==> src/rtl/id_stage_pipe.sv <==
// id_stage_pipe: instruction-decode pipeline stage that reads the register file
// and registers the results into an ID/EX register.
//   - Register file: NREG x XLEN, with one write port (wb_*). Register x0 always
//     reads as zero.
//   - Operand bypass priority: the late-forward sources (fwd_*, index 0 youngest)
//     win over the writeback port, which wins over the register file contents.
//   - Load-use hazard: a consumer of a load's rd that is still in ID/EX is held
//     upstream, and a bubble goes downstream in its place.
//   - flush kills both the ID/EX contents and any instruction offered in the
//     same cycle.
// Ports:
//   clk, rst (synchronous, active-high)
//   in_valid/in_ready, in_pc, in_imm, in_ctrl, in_is_load, in_rs1/rs2/rd : upstream
//   flush                                                                 : kill
//   wb_we, wb_rd, wb_data                                                 : regfile write
//   fwd_valid, fwd_rd, fwd_data                                           : late bypass
//   out_valid/out_ready, out_* payload                                    : downstream (EX)
//   stall_cnt, flush_cnt                                                  : perf counters
// Build option ID_STAGE_PERF_CNT_EN: when defined, the two counters are
// implemented; otherwise both outputs are tied to zero.
module id_stage_pipe #(
  parameter  int XLEN   = 32,
  parameter  int NREG   = 32,
  parameter  int NFWD   = 2,
  parameter  int CTRL_W = 64,
  localparam int RIDX   = $clog2(NREG)
) (
  input  logic                 clk,
  input  logic                 rst,
  input  logic                 in_valid,
  output logic                 in_ready,
  input  logic [XLEN-1:0]      in_pc,
  input  logic [XLEN-1:0]      in_imm,
  input  logic [CTRL_W-1:0]    in_ctrl,
  input  logic                 in_is_load,
  input  logic [RIDX-1:0]      in_rs1,
  input  logic [RIDX-1:0]      in_rs2,
  input  logic [RIDX-1:0]      in_rd,
  input  logic                 flush,
  input  logic                 wb_we,
  input  logic [RIDX-1:0]      wb_rd,
  input  logic [XLEN-1:0]      wb_data,
  input  logic [NFWD-1:0]      fwd_valid,
  input  logic [NFWD*RIDX-1:0] fwd_rd,
  input  logic [NFWD*XLEN-1:0] fwd_data,
  output logic                 out_valid,
  input  logic                 out_ready,
  output logic [XLEN-1:0]      out_pc,
  output logic [XLEN-1:0]      out_imm,
  output logic [XLEN-1:0]      out_rs1_val,
  output logic [XLEN-1:0]      out_rs2_val,
  output logic [RIDX-1:0]      out_rs1_idx,
  output logic [RIDX-1:0]      out_rs2_idx,
  output logic [RIDX-1:0]      out_rd,
  output logic [CTRL_W-1:0]    out_ctrl,
  output logic                 out_is_load,
  output logic [31:0]          stall_cnt,
  output logic [31:0]          flush_cnt
);

  logic [XLEN-1:0]   r_regs [NREG];

  logic              r_valid;
  logic [XLEN-1:0]   r_pc, r_imm, r_rs1_val, r_rs2_val;
  logic [RIDX-1:0]   r_rs1_idx, r_rs2_idx, r_rd;
  logic [CTRL_W-1:0] r_ctrl;
  logic              r_is_load;

  logic [RIDX-1:0]   w_src  [2];
  logic [XLEN-1:0]   w_opnd [2];
  logic              w_hazard, w_advance, w_accept;

  assign w_src[0] = in_rs1;
  assign w_src[1] = in_rs2;

  // Apply the sources from lowest priority to highest, so later assignments
  // win: regfile, then writeback, then forwards from oldest to youngest
  // (index 0 is applied last), and finally the x0 override.
  always_comb begin
    for (int unsigned s = 0; s < 2; s++) begin
      w_opnd[s] = r_regs[w_src[s]];
      if (wb_we && (wb_rd == w_src[s])) w_opnd[s] = wb_data;
      for (int unsigned k = 0; k < NFWD; k++) begin
        if (fwd_valid[NFWD-1-k] &&
            (fwd_rd[(NFWD-1-k)*RIDX +: RIDX] == w_src[s]))
          w_opnd[s] = fwd_data[(NFWD-1-k)*XLEN +: XLEN];
      end
      if (w_src[s] == '0) w_opnd[s] = '0;
    end
  end

  assign w_hazard  = in_valid && r_valid && r_is_load && (r_rd != '0) &&
                     ((r_rd == in_rs1) || (r_rd == in_rs2));
  assign w_advance = !r_valid || out_ready;
  assign in_ready  = flush || (w_advance && !w_hazard);
  assign w_accept  = in_valid && w_advance && !w_hazard && !flush;

  always_ff @(posedge clk) begin
    if (rst) begin
      for (int unsigned i = 0; i < NREG; i++) r_regs[i] <= '0;
    end else if (wb_we && (wb_rd != '0)) begin
      r_regs[wb_rd] <= wb_data;
    end
  end

  always_ff @(posedge clk) begin
    if (rst) begin
      r_valid   <= 1'b0;
      r_pc      <= '0;
      r_imm     <= '0;
      r_rs1_val <= '0;
      r_rs2_val <= '0;
      r_rs1_idx <= '0;
      r_rs2_idx <= '0;
      r_rd      <= '0;
      r_ctrl    <= '0;
      r_is_load <= 1'b0;
    end else if (flush) begin
      r_valid <= 1'b0;
    end else if (w_advance) begin
      r_valid <= in_valid && !w_hazard;
      if (w_accept) begin
        r_pc      <= in_pc;
        r_imm     <= in_imm;
        r_rs1_val <= w_opnd[0];
        r_rs2_val <= w_opnd[1];
        r_rs1_idx <= in_rs1;
        r_rs2_idx <= in_rs2;
        r_rd      <= in_rd;
        r_ctrl    <= in_ctrl;
        r_is_load <= in_is_load;
      end
    end
  end

  assign out_valid   = r_valid;
  assign out_pc      = r_pc;
  assign out_imm     = r_imm;
  assign out_rs1_val = r_rs1_val;
  assign out_rs2_val = r_rs2_val;
  assign out_rs1_idx = r_rs1_idx;
  assign out_rs2_idx = r_rs2_idx;
  assign out_rd      = r_rd;
  assign out_ctrl    = r_ctrl;
  assign out_is_load = r_is_load;

`ifdef ID_STAGE_PERF_CNT_EN
  logic [31:0] r_stall_cnt, r_flush_cnt;

  always_ff @(posedge clk) begin
    if (rst) begin
      r_stall_cnt <= '0;
      r_flush_cnt <= '0;
    end else begin
      if (in_valid && !in_ready) r_stall_cnt <= r_stall_cnt + 32'd1;
      if (flush && r_valid)      r_flush_cnt <= r_flush_cnt + 32'd1;
    end
  end

  assign stall_cnt = r_stall_cnt;
  assign flush_cnt = r_flush_cnt;
`else
  assign stall_cnt = '0;
  assign flush_cnt = '0;
`endif

endmodule

==> config.mk <==
export PLATFORM = sky130hd
export DESIGN_NAME = id_stage_pipe
export DESIGN_NICKNAME = d
export VERILOG_FILES = /design/src/rtl/id_stage_pipe.sv
export SDC_FILE = /design/constraint.sdc
export NUM_CORES = 2
export LEC_CHECK = 0
export CORE_AREA = 2 2 464 466
export CTS_BUF_LIST = sky130_fd_sc_hd__clkbuf_4
export DETAILED_ROUTE_END_ITERATION = 16
export DIE_AREA = 0 0 466 468
export PLACE_DENSITY_LB_ADDON = 0.25
export SETUP_SLACK_MARGIN = 0.2
export SYNTH_ARGS = -nofsm -noshare
export SYNTH_HDL_FRONTEND = slang
export SYNTH_SLANG_ARGS = --single-unit
==> constraint.sdc <==
create_clock -name clk -period 5.3 [get_ports clk]
set_input_delay 1.06 -clock clk [delete_from_list [all_inputs] [get_ports clk]]
set_output_delay 1.06 -clock clk [all_outputs]
set_load 0.005 [all_outputs]
==> results.py <==
metrics = {
    "power_and_ir_drop": {
        "ir_worst_vdd_mv": 0.224,
        "powerDensity_nw_per_um2": 310,
        "leakagePower_nw": 26.3,
    },
    "floorplanning": {
        "die_area_sq_um": 218000,
        "dieHeight_um": 468,
        "io_pins": 537,
        "rows": 170,
        "fp.dieW_um": 466,
        "start_util_pct": 29.9,
        "core_area_sq_um": 213000,
    },
    "timing": {
        "skew_ns": 0.131,
        "worst_slack_ns": 0.928,
        "period_minus_slack_ns": 4.37,
        "worst_hold_slack_ns": 0.202,
        "slew_viol_final": 0,
        "timing.final.crit_share_pct": 82.5,
        "worst_pin_slew_ns": 1.33,
        "rsz0062_at_grt": "no",
        "clock.fmax_mhz": 229,
        "hold_viol_final": 0,
        "fin_setup_tns_ns": 0,
        "timing.slew.headroom_pct": 11.3,
        "setup_viol": 0,
    },
    "cells_and_area": {
        "fin_util_pct": 35.7,
        "fin_nets": 5570,
        "layout-drive-gt1-share_pct": 24.2,
        "syn2layout_area_growth_pct": 19.5,
        "fin_area_sq_um": 76200,
    },
    "worst_setup_path": {
        "endpoint_kind": "output pin",
        "start_kind": "register",
        "arrival_ns": 3.31,
        "critPathKind": "reg -> out",
        "crit_fanout": 5,
        "cp_data_required_time_ns": 4.24,
        "rrSetupSlack_ns": 2.55,
    },
    "clock_network": {
        "clk_path_buf_depth": 4,
        "cts-buffers-inserted": 361,
        "htreeDepth": 5,
        "post_cts_buffers": 0,
        "post_cts_resized": 0,
        "tritoncts": "built",
        "clk_pin_slew_ns": 0.06,
        "cts_root_buf": "clkbuf_4",
        "ctsHoldBuffers": 0,
        "clock_sinks": 1233,
        "clk_latency_ns": 1.40,
    },
    "synth": {
        "syn_area_sq_um": 63700,
        "async_flop_share_pct": 0,
        "ys.flop_type": "edfxtp_1",
        "netlist_top_cells_area": "edfxtp_1 (48%), mux4_2 (16%), and2_1 (8.6%)",
        "synth_largest_area_cell": "edfxtp_1",
        "synth-edff-count": 1024,
        "synth.top_cell.area_share_pct": 48.2,
        "seq_area_frac_synth_pct": 54.8,
        "ys_warn_count": 0,
        "postSynthCellCount": 4730,
        "synth_cell_type_count": 68,
        "syn_area_per_cell_sq_um": 13.5,
        "ys_seq_elements": 1233,
    },
    "global_route": {
        "grt.total_usage_pct": 25.2,
        "grt-ovfl-total": 0,
        "grt_first_pass_wirelength_um": 382000,
        "grt_pass1_vias": 46800,
        "antenna_found_initial": 41,
        "grt_max_degree": 156,
    },
    "drt": {
        "drc_errors": 0,
        "avgRoutedWirePerCell_um": 33.6,
        "wl_um": 282000,
        "drtAntennaViolNets": 0,
        "via_count": 47500,
        "vias_per_cell": 5.65,
        "drt_iter0_markers": 6293,
        "drtPass1Iterations": 6,
    },
    "placed_design": {
        "portBuffers": 472,
        "post-place-ws_ns": 0.795,
        "place_area_sq_um": 71800,
        "dpl.hpwl_um": 179000,
        "gp_congestion": 0.908,
    },
    "flow_run": {
        "max_cap_viol_count": 0,
    },
    "status": {
        "outcome": "finished, final reports clean",
    },
    "min_path": {
        "min_path_type": "in -> reg",
    },
}
==> critical path: stages, from the launching register on <==
cell	delay (ns)
dfxtp_1	0.58
xnor2_1	0.17
nand3_1	0.11
o22ai_2	0.31
nand2_1	0.14
a21o_1	0.19
clkdlybuf4s50_1	0.44
==> placed cells by master (no fill, tap or decap), types with 27 or more instances in the layout <==
master / count
o221ai_1: 50
buf_4: 197
a22o_1: 86
a22oi_1: 63
dfxtp_1: 209
o22ai_1: 50
a221oi_1: 45
mux4_2: 449
nor2_4: 36
nor3_1: 134
mux2i_1: 158
buf_12: 27
and2_1: 870
clkbuf_4: 519
a211oi_1: 42
nor2_1: 66
clkinv_1: 66
a21oi_1: 219
a32o_1: 27
clkdlybuf4s50_1: 460
xnor2_1: 31
nand2_1: 327
edfxtp_1: 1024
conb_1: 96
or2_2: 32
==> cells in the mapped netlist (all sizes together), types with 64 or more instances <==
library cell	number
mux4	454
clkbuf	303
buf	272
nor3	140
nor2	105
mux2i	158
a21oi	220
a22o	86
dfxtp	209
edfxtp	1024
nand2	329
and2	874
a22oi	64
==> final timing paths <==
| check | from | end | cells past startpoint |
|---|---|---|---|
| max | out_rd[3]$_SDFFE_PP0P_ | in_ready | 6 |
| min | in_rs1[2] | out_rs1_idx[2]$_SDFFE_PP0P_ | 3 |
| max reg2reg | r_regs[30][12]$_SDFFCE_PN0P_ | out_rs1_val[12]$_SDFFE_PP0P_ | 5 |
| min reg2reg | out_pc[0]$_SDFFE_PP0P_ | out_pc[0]$_SDFFE_PP0P_ | 2 |
==> per-stage QoR <==
stage               std cells  total power (W)
floorplan                4825           0.0131
global placement         7782           0.0147
detailed placement       7782           0.0148
CTS                      8392           0.0238
global route             8396           0.0244
finish                   8410           0.0236
==> routing by layer <==
layer / wire [um] / part of all wire [%] / track usage (%)
met5: 84 / 0.030 / 0
met4: 16500 / 5.9 / 13.9
met3: 29700 / 11 / 6.34
met2: 133000 / 47 / 41.0
met1: 103000 / 36 / 30.6
==> state kept, by name, indices dropped and copies added (netlist names) <==
| name | count |
|---|---|
| out_ctrl | 64 |
| out_imm | 32 |
| out_is_load | 1 |
| out_pc | 32 |
| out_rd | 5 |
| out_rs1_idx | 5 |
| out_rs1_val | 32 |
| out_rs2_idx | 5 |
| out_rs2_val | 32 |
| out_valid | 1 |
| r_regs | 1024 |
==> cells by family after synthesis <==
kind of cell	count (synthesis)	share of synthesized area, %
other	1	0.00588
AND/OR/NAND/NOR	1555	13.4
multiplexers	619	18.7
buffers and inverters	594	4.80
flip-flops	1233	54.8
AO/OA/AOI/OAI	688	7.80
XOR/XNOR	40	0.550
==> layout make-up <==
cell class              count  area [sq um]
fillers                 20700        137000
flip-flops and latches   1233         34900
multi-input cells        2998         26500
repair buffers            694          6740
clock buffers             519          3900
well taps                2838          3550
clock inverters            91           472
inverters                  19          71.3
diodes                     18          45.0
==> report_power, final <==
part           internal [W]  switching (W)  total [W]
combinational       0.00135        0.00191    0.00325
sequential           0.0110       0.000338     0.0114
clock               0.00466        0.00437    0.00902
total                0.0170        0.00661     0.0236
(Power assumes the default switching activity.)
